## config.mk

```make
export PLATFORM = sky130hd
export DESIGN_NAME = mem_port_arbiter
export DESIGN_NICKNAME = d
export VERILOG_FILES = /design/src/rtl/mem_port_arbiter.sv
export SDC_FILE = /design/constraint.sdc
export NUM_CORES = 1
export LEC_CHECK = 0
export CORE_AREA = 4 4 136 138
export DETAILED_ROUTE_END_ITERATION = 12
export DIE_AREA = 0 0 140 142
export GPL_TIMING_DRIVEN = 0
export HOLD_SLACK_MARGIN = 0.08
export PLACE_DENSITY = 0.79
export SLEW_MARGIN = 20
export SYNTH_ARGS = -nofsm -noshare
export SYNTH_HDL_FRONTEND = slang
export SYNTH_SLANG_ARGS = --single-unit
```

## constraint.sdc

```tcl
create_clock -name clk -period 3.6 [get_ports clk]
set_input_delay 0.54 -clock clk [delete_from_list [all_inputs] [get_ports clk]]
set_output_delay 0.54 -clock clk [all_outputs]
set_load 0.005 [all_outputs]
```

## src/rtl/mem_port_arbiter.sv

```systemverilog
// Arbitrates IF fetches and MEM loads/stores onto one byte-wide sync RAM.
// Ports: clk/rst, IF req/addr/cancel/rdata/done, MEM req/we/size/signed/
// addr/wdata/rdata/done, RAM addr/wr/wdata/rdata, busy.
module mem_port_arbiter #(
   parameter int ADDR_W     = 32,
   parameter int WORD_BYTES = 4,
   parameter int RD_LAT     = 1
) (
   input  logic                      clk,
   input  logic                      rst,
   input  logic                      if_req,
   input  logic [ADDR_W-1:0]         if_addr,
   input  logic                      if_cancel,
   output logic [8*WORD_BYTES-1:0]   if_rdata,
   output logic                      if_done,
   input  logic                      mem_req,
   input  logic                      mem_we,
   input  logic [1:0]                mem_size,
   input  logic                      mem_signed,
   input  logic [ADDR_W-1:0]         mem_addr,
   input  logic [8*WORD_BYTES-1:0]   mem_wdata,
   output logic [8*WORD_BYTES-1:0]   mem_rdata,
   output logic                      mem_done,
   output logic [ADDR_W-1:0]         ram_addr,
   output logic                      ram_wr,
   output logic [7:0]                ram_wdata,
   input  logic [7:0]                ram_rdata,
   output logic                      busy
);

   localparam int DATA_W = 8 * WORD_BYTES;
   localparam int IDX_W  = $clog2(WORD_BYTES);
   localparam int WAIT_W = $clog2(RD_LAT + 1);

   localparam logic [2:0] S_IDLE    = 3'd0;
   localparam logic [2:0] S_RD_ADDR = 3'd1;
   localparam logic [2:0] S_RD_WAIT = 3'd2;
   localparam logic [2:0] S_WR_BYTE = 3'd3;
   localparam logic [2:0] S_DONE    = 3'd4;

   logic [2:0]        state_q,     state_d;
   logic [IDX_W-1:0]  idx_q,       idx_d;
   logic [IDX_W-1:0]  last_q,      last_d;
   logic [WAIT_W-1:0] wait_q,      wait_d;
   logic [ADDR_W-1:0] base_q,      base_d;
   logic              is_if_q,     is_if_d;
   logic [1:0]        size_q,      size_d;
   logic              signed_q,    signed_d;
   logic [DATA_W-1:0] wdata_q,     wdata_d;
   logic [DATA_W-1:0] buf_q,       buf_d;
   logic [DATA_W-1:0] if_rdata_q,  if_rdata_d;
   logic [DATA_W-1:0] mem_rdata_q, mem_rdata_d;
   logic              if_done_q,   if_done_d;
   logic              mem_done_q,  mem_done_d;

   logic [IDX_W-1:0]  last_grant;
   logic [DATA_W-1:0] buf_upd;
   logic [DATA_W-1:0] ext;
   logic              cancel;

   // MEM transactions never see the flush.
   assign cancel = is_if_q & if_cancel;

   always_comb begin
      last_grant = IDX_W'(WORD_BYTES - 1);
      unique case (mem_size)
         2'd0:    last_grant = '0;
         2'd1:    last_grant = IDX_W'(1);
         default: ;
      endcase
   end

   always_comb begin
      buf_upd = buf_q;
      buf_upd[{idx_q, 3'b000} +: 8] = ram_rdata;
   end

   // Upper bytes are zero from the grant; only the fill bit varies.
   always_comb begin
      ext = buf_upd;
      unique case (size_q)
         2'd0: begin
            for (int i = 8; i < DATA_W; i++)
               ext[i] = signed_q & buf_upd[7];
         end
         2'd1: begin
            for (int i = 16; i < DATA_W; i++)
               ext[i] = signed_q & buf_upd[15];
         end
         default: ;
      endcase
   end

   always_comb begin
      state_d     = state_q;
      idx_d       = idx_q;
      last_d      = last_q;
      wait_d      = wait_q;
      base_d      = base_q;
      is_if_d     = is_if_q;
      size_d      = size_q;
      signed_d    = signed_q;
      wdata_d     = wdata_q;
      buf_d       = buf_q;
      if_rdata_d  = if_rdata_q;
      mem_rdata_d = mem_rdata_q;
      if_done_d   = 1'b0;
      mem_done_d  = 1'b0;
      unique case (state_q)
         S_IDLE: begin
            idx_d = '0;
            buf_d = '0;
            if (mem_req) begin
               base_d   = mem_addr;
               size_d   = mem_size;
               signed_d = mem_signed;
               wdata_d  = mem_wdata;
               last_d   = last_grant;
               is_if_d  = 1'b0;
               state_d  = mem_we ? S_WR_BYTE : S_RD_ADDR;
            end else if (if_req && !if_cancel) begin
               base_d   = if_addr;
               size_d   = 2'd2;
               signed_d = 1'b0;
               last_d   = IDX_W'(WORD_BYTES - 1);
               is_if_d  = 1'b1;
               state_d  = S_RD_ADDR;
            end
         end
         S_RD_ADDR: begin
            if (cancel) begin
               state_d = S_IDLE;
            end else begin
               wait_d  = WAIT_W'(RD_LAT);
               state_d = S_RD_WAIT;
            end
         end
         S_RD_WAIT: begin
            if (cancel) begin
               wait_d  = '0;
               state_d = S_IDLE;
            end else if (wait_q == WAIT_W'(1)) begin
               wait_d = '0;
               buf_d  = buf_upd;
               if (idx_q == last_q) begin
                  state_d = S_DONE;
                  if (is_if_q) begin
                     if_rdata_d = buf_upd;
                     if_done_d  = 1'b1;
                  end else begin
                     mem_rdata_d = ext;
                     mem_done_d  = 1'b1;
                  end
               end else begin
                  idx_d   = idx_q + IDX_W'(1);
                  state_d = S_RD_ADDR;
               end
            end else begin
               wait_d = wait_q - WAIT_W'(1);
            end
         end
         S_WR_BYTE: begin
            if (idx_q == last_q) begin
               mem_done_d = 1'b1;
               state_d    = S_DONE;
            end else begin
               idx_d = idx_q + IDX_W'(1);
            end
         end
         S_DONE: begin
            idx_d   = '0;
            state_d = S_IDLE;
         end
         default: state_d = S_IDLE;
      endcase
   end

   always_ff @(posedge clk) begin
      if (rst) begin
         state_q     <= S_IDLE;
         idx_q       <= '0;
         last_q      <= '0;
         wait_q      <= '0;
         base_q      <= '0;
         is_if_q     <= 1'b0;
         size_q      <= '0;
         signed_q    <= 1'b0;
         wdata_q     <= '0;
         buf_q       <= '0;
         if_rdata_q  <= '0;
         mem_rdata_q <= '0;
         if_done_q   <= 1'b0;
         mem_done_q  <= 1'b0;
      end else begin
         state_q     <= state_d;
         idx_q       <= idx_d;
         last_q      <= last_d;
         wait_q      <= wait_d;
         base_q      <= base_d;
         is_if_q     <= is_if_d;
         size_q      <= size_d;
         signed_q    <= signed_d;
         wdata_q     <= wdata_d;
         buf_q       <= buf_d;
         if_rdata_q  <= if_rdata_d;
         mem_rdata_q <= mem_rdata_d;
         if_done_q   <= if_done_d;
         mem_done_q  <= mem_done_d;
      end
   end

   logic active;
   assign active = (state_q == S_RD_ADDR) || (state_q == S_RD_WAIT) ||
                   (state_q == S_WR_BYTE);

   // Address stays on the bus through the wait so RAM pipelines see it.
   assign ram_addr  = active ? base_q + ADDR_W'(idx_q) : '0;
   assign ram_wr    = (state_q == S_WR_BYTE);
   assign ram_wdata = ram_wr ? wdata_q[{idx_q, 3'b000} +: 8] : 8'h00;
   assign busy      = (state_q != S_IDLE);
   assign if_rdata  = if_rdata_q;
   assign mem_rdata = mem_rdata_q;
   assign if_done   = if_done_q;
   assign mem_done  = mem_done_q;

endmodule
```

==> flow_summary.yaml, run 1 <==
global_routing:
  grt_pass1_vias: 8067
  track_usage_pct: 26.41
  grt_pass1_wl_mm: 42.61
  antenna_found_initial: 0
  gr-total-overflow: 0
  grt_max_degree: 17
sta:
  period_minus_slack_ns: 3.523
  hold_slack_ns: 0.4534
  drv_slew: 0
  fin_crit_sh_pct: 97.85
  setup_viol: 0
  finalHoldViolCount: 0
  clock.fmax_mhz: 283.9
  final.setup.tns_ns: 0
  worstMarginPinSlew_ns: 0.8520
  maxSlewHeadroom_pct: 42.76
  final.setup_skew_ns: 0.007993
logic_synthesis:
  yosysUniqueCellTypes: 60
  synthFlopType: "dfxtp_1"
  synth_area_leaders: "dfxtp_1 (42%), nor2_1 (5.5%), a21oi_1 (5.3%)"
  synth_area_per_cell_sq_um: 8.264
  yosysWarnings: 0
  synth_top_area_cell: "dfxtp_1"
  synth-edff-count: 0
  synthCells: 1009
  synth_nets: 1130
  async_reset_ff_share_pct: 0
  syn_area_sq_um: 8338
  synth_top_area_share_pct: 41.78
  synth_seq_cells: 174
  synth.yosys.seq_area_share_pct: 41.78
cells_and_area:
  final_common_cell: "clkdlybuf4s50_1"
  syn_to_final_growth_pct: 37.90
  stdcell_count: 1489
  layout.nets: 1372
  antenna_cells: 0
  drive_above_1_share_pct: 7.991
  layout_common_cells: "clkdlybuf4s50_1 (200), dfxtp_1 (171), nor2_1 (122)"
  n_fill_cell: 1446
power:
  p_leak_nw: 4.109
  finalPower_mw: 5.044
  power.density_nw_per_um2: 438.7
  ir_drop_mv: 0.3480
clock_network:
  htreeDepth: 4
  cts_max_path_buffers: 2
  hold_buffers: 0
  root_buffer: "clkbuf_16"
  clkTransAtPathRegs_ns: 0.06
  cts_made_buffers: 17
  tritoncts: "done"
  worst_skew_pair.late_latency_ns: 0.43
  cts_sinks: 174
flow_run:
  maxCapViolations: 0
floorplan:
  initial_core_util_pct: 48.54
  ioPinCount: 221
  fp.coreArea_sq_um: 17180
  dieArea_sq_um: 19880
  die_w_um: 140
  die_h_um: 142
  rows: 48
place:
  gp_congestion: 0.9493
  dp_hpwl_mm: 20.10
  numPortBuffers: 219
  dpl.cell_count: 1453
detailed_routing:
  ant_nets: 0
  first_iter_violations: 620
  route.detailed.drc: 0
  num_vias: 8557
  drtPass1Iterations: 5
  viasPerCell: 5.747
  drt_wl_total_mm: 27.22
  wl_per_cell_um: 18.28
hold_path:
  hold_path.class: "reg -> reg"
status:
  status: "complete, no violations"
setup_path:
  startpoint_type: "flop"
  end_kind: "output port"
  path_max_fanout: 8
  worstPathRequired_ns: 3.06
  worstPathArrival_ns: 2.98
  crit_type: "reg -> out"
## final cells by class
cell class / count / area [sq um] / share of cell area [%]
Multi-Input combinational cell: 695 / 4343 / 37.77
Buffer: 87 / 396.6 / 3.449
Clock inverter: 10 / 111.4 / 0.9684
Timing Repair Buffer: 225 / 2215 / 19.26
Sequential cell: 174 / 3492 / 30.37
Clock buffer: 22 / 464.2 / 4.037
Inverter: 51 / 195.2 / 1.697
Tap cell: 225 / 281.5 / 2.448
## final timing paths
| check | from | endpoint | slack [ns] | depth (start not counted) |
|---|---|---|---|---|
| setup / recovery | idx_q[1] | ram_addr[28] | 0.08 | 8 |
| hold / removal | wdata_q[20] | wdata_q[20] | 0.45 | 2 |
| hold reg to reg | wdata_q[20] | wdata_q[20] | 0.45 | 2 |
| setup reg to reg | idx_q[0] | mem_rdata[24] | 0.43 | 10 |
## power by group
part | total (mW) | internal [mW] | leakage, nW | switching, mW
clock | 1.82 | 1.06 | 0.288 | 0.758
sequential | 2.18 | 2.06 | 1.42 | 0.124
combinational | 1.04 | 0.455 | 2.40 | 0.589
## metrics by stage
stage          utilization, %  cell area [sq um]  setup slack, ns
6_report                66.94              11500          0.07746
5_1_grt                 66.94              11500         -0.02027
4_1_cts                 66.85              11480        -0.007667
3_5_place_dp            62.94              10810          -0.8665
3_3_place_gp            62.94              10810          -0.8687
2_1_floorplan               -               8338           0.1970
## cell usage after synthesis, types with 7 or more instances
cell type and instances:
o22ai_1 10, o31ai_1 11, o32ai_1 15, nor2_1 122, a21oi_1 88, a31oi_1 7
and3_1 8, o21ai_1 7, nor2b_1 10, nor3_1 63, a211oi_1 56, mux2i_1 42
nand2_1 103, clkbuf_1 59, nand3_1 8, xnor2_1 13, or4_1 15, mux4_2 8
ha_1 7, buf_2 23, inv_1 50, dfxtp_1 174, a22oi_1 28
## critical path, cell delays in order (launching register included)
cell             delay (ns)
dfxtp_4                0.36
buf_12                 0.10
clkinvlp_4             0.09
fa_2                   0.41
nand3b_4               0.19
or4_4                  0.60
or4_4                  0.44
a21oi_2                0.15
clkdlybuf4s15_2        0.22
## cells by family after synthesis
family                   after synthesis  synth area share [%]
AND/OR/NAND/NOR                      370                 20.89
XOR/XNOR                              17                 1.786
adder cells (fa/ha/maj)                8                 1.290
multiplexers                          50                 7.203
AO/OA/AOI/OAI                        250                 20.18
buffers and inverters                140                 6.873
flip-flops                           174                 41.78
## registers in the layout, indices dropped and copies added (netlist names)
signal     cells
is_if_q        1
if_rdata      32
idx_q          2
state_q        3
last_q         2
signed_q       1
mem_rdata     32
size_q         2
wait_q         1
buf_q         32
if_done        1
base_q        32
wdata_q       32
mem_done       1
## per-layer routing
| metal | wire (um) | track usage [%] | vias up |
|---|---|---|---|
| met1 | 11350 | 35.21 | 4052 |
| li1 | - | - | 4079 |
| met4 | 728 | 9.944 | 0 |
| met5 | 0 | 0 | - |
| met3 | 2194 | 5.276 | 52 |
| met2 | 12950 | 42.74 | 374 |
## timing repair
item                                   CTS  global route
pin swaps                                6             4
resized for setup                       57            11
setup endpoints to repair               31            51
buffers inserted                         4             2
endpoints found under the hold margin    0             0
No activity file was read; power rests on OpenSTA's default activity.
==> inputs of run 2 (changes only) <==
Settings changed: CORE_AREA 4 4 136 138 to 4 4 133 135, CTS_BUF_LIST set to sky130_fd_sc_hd__clkbuf_4 sky130_fd_sc_hd__clkbuf_8, CTS_CLUSTER_SIZE set to 30, DIE_AREA 0 0 140 142 to 0 0 137 139, PLACE_DENSITY 0.79 to 0.82, SKIP_LAST_GASP set to 1.
==> run 2 against run 1 <==
Compared with the run above: clock power down 15%; sequential cell count unchanged; utilization up 2.3 points; register-to-register slack worse by 0.06 ns; worst setup slack better by 0.046 ns; hold slack better by 0.0036 ns; critical endpoint is now ram_addr[31]; largest cell class unchanged.
==> flow_summary.yaml, run 2 (synthesized netlist as in run 1, its figures left out) <==
power:
  p_leak_nw: 4.055
  ir_drop_mv: 0.2853
  power.density_nw_per_um2: 419.0
  finalPower_mw: 4.779
cells_and_area:
  drive_above_1_share_pct: 8.136
  postLayoutCellArea_sq_um: 11410
  final_common_cell: "clkdlybuf4s50_1"
  n_fill_cell: 1322
  layout.nets: 1374
  antenna_cells: 0
  syn_to_final_growth_pct: 36.79
  layout_common_cells: "clkdlybuf4s50_1 (200), dfxtp_1 (171), nor2_1 (122)"
  multi_input_area_sq_um: 4347
  register_area_sq_um: 3495
global_routing:
  grt_max_degree: 20
  grt_pass1_wl_mm: 42.90
  gr-total-overflow: 0
  grt_pass1_vias: 8099
  track_usage_pct: 28.07
  antenna_found_initial: 0
clock_network:
  clkTransAtPathRegs_ns: 0.09
  htreeDepth: 4
  worst_skew_pair.late_latency_ns: 0.46
  cts_made_buffers: 17
  tritoncts: "done"
  hold_buffers: 0
  cts_max_path_buffers: 2
  cts_sinks: 174
  root_buffer: "clkbuf_8"
sta:
  final.setup.tns_ns: 0
  finalHoldViolCount: 0
  rsz0062_at_grt: "false"
  setup_viol: 0
  clock.fmax_mhz: 287.7
  fin_crit_sh_pct: 96.57
  worstMarginPinSlew_ns: 0.7889
  final.setup_skew_ns: 0.01423
  period_minus_slack_ns: 3.476
  maxSlewHeadroom_pct: 47.00
  drv_slew: 0
  setup_slack_ns: 0.1236
detailed_routing:
  route.detailed.drc: 0
  viasPerCell: 5.730
  wl_per_cell_um: 18.37
  drt_wl_total_mm: 27.30
  ant_nets: 0
  num_vias: 8515
  drtPass1Iterations: 5
  first_iter_violations: 715
setup_path:
  crit_type: "reg -> out"
  end_kind: "output port"
  cp_num_buf_inv: 4
  worstPathRequired_ns: 3.06
  crit_chain: "buf_4 -> ha_1 -> a21oi_2 -> or4_1 -> buf_4 -> buf_4 -> nor4_4 -> mux2i_1 -> dlygate4sd2_1"
  startpoint_type: "flop"
  path_max_fanout: 10
  slowest_delay_ns: 0.50
  path_delay_family: "buffers and inverters"
  cpMaxStageDelayCell: "or4_1"
  cpMostUsedCell: "buf_4"
  worstPathArrival_ns: 2.94
floorplan:
  die_w_um: 137
  fp.coreArea_sq_um: 16470
  rows: 47
  initial_core_util_pct: 50.64
  dieArea_sq_um: 19040
  ioPinCount: 221
  die_h_um: 139
place:
  gp_congestion: 0.8890
  pre_cts_ws_ns: -0.8186
  post_dp_cell_area_sq_um: 10810
  numPortBuffers: 219
  dp_hpwl_mm: 20.05
status:
  status: "complete, no violations"
hold_path:
  hold_path.class: "reg -> reg"
flow_run:
  maxCapViolations: 0
run 2: cell types whose count changed in the layout (fill, tap and decap cells not counted), sizes merged:
cell and change:
clkbuf -3, bufinv +2, inv +4, buf -2
clkdlybuf4s15 +3, clkinv -2
run 2: final timing paths:
check	from	end	slack [ns]	cells past startpoint
worst min register to register	wdata_q[25]	wdata_q[25]	0.46	2
worst min-delay path	wdata_q[25]	wdata_q[25]	0.46	2
worst max register to register	idx_q[0]	mem_rdata[21]	0.37	10
worst max-delay path	idx_q[1]	ram_addr[31]	0.12	9
run 2: layer usage:
metal,wire length (um),global-route usage [%]
met1,11620,38.96
met5,0,0
met2,12940,44.05
met4,581,8.088
met3,2163,5.987
run 2: power by group:
part / switching [mW] / leakage, nW / internal [mW]
Clock: 0.758 / 0.231 / 0.791
Sequential: 0.124 / 1.42 / 2.06
Combinational: 0.592 / 2.41 / 0.458
Total: 1.47 / 4.06 / 3.31
run 2: tightest hold or removal path: stages (launching register included):
cell and delay, ns:
dfxtp_1 0.32, nand2_1 0.05, a21oi_1 0.05
run 2: through the flow:
stage | hold WS, ns | util, % | std cells
after floorplan | 0.4331 | - | 1009
after global routing | 0.4731 | 69.27 | 1486
final | 0.4570 | 69.27 | 1486
after detailed placement | 0.4449 | 65.62 | 1448
after global placement | 0.4394 | 65.62 | 1448
after CTS | 0.4573 | 68.88 | 1484
run 2: what timing repair did:
| item | 4_1_cts | 5_1_grt |
|---|---|---|
| gates resized for setup | 48 | 15 |
| setup buffers | 5 | 3 |
| gates cloned | 0 | 0 |
| setup endpoints to repair | 31 | 24 |
| pin swaps | 7 | 4 |
run 2: cell type report:
type,instances,share of cell area (%)
multi-input cells,695,38.11
flip-flops and latches,174,30.64
repair buffers,227,19.70
plain buffers,87,3.477
well taps,220,2.413
clock buffers,18,2.172
clock inverters,14,1.777
inverters,51,1.711
==> inputs of run 3 (changes only) <==
Settings changed: CORE_AREA 4 4 133 135 to 4 4 129 131, DIE_AREA 0 0 137 139 to 0 0 133 135, DONT_BUFFER_PORTS set to 1, PLACE_DENSITY 0.82 to 0.68.
==> run 3 against run 2 <==
Compared with the run above: global-route usage shrank 1.1 points; first-iteration DRC count shrank 38%; register-to-register slack lost 0.12 ns; die area shrank 5.7%; fmax shrank 0.26%; cell area shrank 20%; routed wire length shrank 9.5%; largest cell class unchanged.
==> flow_summary.yaml, run 3 (synthesized netlist as in run 1, its figures left out) <==
status:
  status: "complete, no violations"
place:
  pre_cts_ws_ns: -0.4232
  dp_hpwl_mm: 18.17
  gp_congestion: 0.9334
  numPortBuffers: 0
  dpl.cell_count: 1225
sta:
  rsz0062_at_grt: "true"
  setup_slack_ns: 0.1145
  final.setup_skew_ns: 0.01322
  clock.fmax_mhz: 286.9
  finalHoldViolCount: 0
  maxSlewHeadroom_pct: 45.88
  setup_viol: 0
  worstMarginPinSlew_ns: 0.8051
  drv_slew: 0
  period_minus_slack_ns: 3.486
  fin_crit_sh_pct: 96.82
floorplan:
  fp.coreArea_sq_um: 15600
  die_w_um: 133
  initial_core_util_pct: 53.46
  ioPinCount: 221
  die_h_um: 135
  rows: 46
  dieArea_sq_um: 17960
cells_and_area:
  stdcell_count: 1259
  multi_input_area_sq_um: 4307
  syn_to_final_growth_pct: 9.304
  drive_above_1_share_pct: 8.437
  n_fill_cell: 1458
  antenna_cells: 0
  final_common_cell: "dfxtp_1"
  register_area_sq_um: 3492
  layout_common_cells: "dfxtp_1 (171), nor2_1 (122), nand2_1 (103)"
  layout.nets: 1152
clock_network:
  cts_made_buffers: 17
  clkTransAtPathRegs_ns: 0.10
  worst_skew_pair.late_latency_ns: 0.47
  cts_max_path_buffers: 2
  htreeDepth: 4
  root_buffer: "clkbuf_8"
  tritoncts: "done"
  cts_sinks: 174
setup_path:
  startpoint_type: "flop"
  crit_type: "reg -> out"
  reg2reg_depth: 10
  worstPathRequired_ns: 3.06
  crit_chain: "ha_2 -> inv_1 -> fa_2 -> nand3b_4 -> or4_1 -> buf_4 -> buf_6 -> or3_1 -> a21oi_2"
  worst-path-stages: 9
  cpMaxStageDelayCell: "or4_1"
  slowest_delay_ns: 0.51
  path_max_fanout: 10
  path_delay_family: "simple AND/OR/NAND/NOR gates"
  end_kind: "output port"
  cp_num_buf_inv: 3
  worstPathArrival_ns: 2.95
global_routing:
  busiest_layer: "met2"
  grt_use_met3_pct: 9.575
  gr-total-overflow: 0
  antenna_found_initial: 0
  track_usage_pct: 26.98
  grt_pass1_vias: 6997
  grt_util_met1_pct: 35.94
  grt_pass1_wl_mm: 38.21
  grt_max_degree: 20
  met2_usage_pct: 41.03
detailed_routing:
  drtPass1Iterations: 5
  drt_wl_total_mm: 24.70
  ant_nets: 0
  num_vias: 7515
  wl_per_cell_um: 19.61
  route.detailed.drc: 0
  viasPerCell: 5.969
  first_iter_violations: 440
flow_run:
  maxCapViolations: 0
power:
  power.density_nw_per_um2: 486.0
  p_leak_nw: 3.082
  ir_drop_mv: 0.2713
hold_path:
  hold_path.class: "in -> reg"
  whs_path_depth: 2
-- run 3: cell count changes in the layout (fill, tap and decap cells not counted), sizes merged, moves of 4 or more --
cell	delta
dlymetal6s2s	-4
buf	-4
clkdlybuf4s15	-5
clkdlybuf4s50	-200
dlygate4sd2	-8
-- run 3: final timing paths --
path,start,to,slack (ns)
setup / recovery,idx_q[0],ram_addr[16],0.11
hold / removal,mem_wdata[12],wdata_q[12],0.20
setup reg to reg,idx_q[0],mem_rdata[21],0.25
hold reg to reg,wdata_q[23],wdata_q[23],0.46
-- run 3: per-layer routing --
| layer | share of wire (%) | wire length, um |
|---|---|---|
| met5 | 0 | 0 |
| met4 | 2.2 | 545 |
| met3 | 9.2 | 2265 |
| met2 | 45 | 11110 |
| met1 | 44 | 10780 |
-- run 3: per-stage QoR --
stage	cell area [sq um]	TNS (ns)	hold WS, ns	total power [mW]	util (%)
2_1_floorplan	8338	0	0.4331	2.776	-
3_3_place_gp	8608	-6.679	0.4402	2.992	55.19
3_5_place_dp	8608	-6.413	0.4431	3.004	55.19
4_1_cts	9087	-0.04246	0.1701	4.443	58.26
5_1_grt	9114	-0.01197	0.1797	4.635	58.43
6_report	9114	0	0.1984	4.429	58.43
-- run 3: cell type report --
type	instances	area share [%]
plain buffers	88	4.379
clock buffers	18	2.650
clock inverters	13	1.963
inverters	51	2.142
multi-input cells	695	47.25
flip-flops and latches	174	38.32
well taps	216	2.965
repair buffers	4	0.3295
-- run 3: repair_timing --
action,in CTS,in global routing
cloned,0,0
hold endpoints to repair,0,0
hold buffers,0,0
endpoints found under the setup margin,40,18
pin swaps,1,2
buffers inserted,2,2
gates resized for setup,14,6
-- run 3: where the power goes --
part / switching (mW) / internal (mW)
logic: 0.534 / 0.260
clock network: 0.745 / 0.707
registers: 0.127 / 2.06
total: 1.41 / 3.02
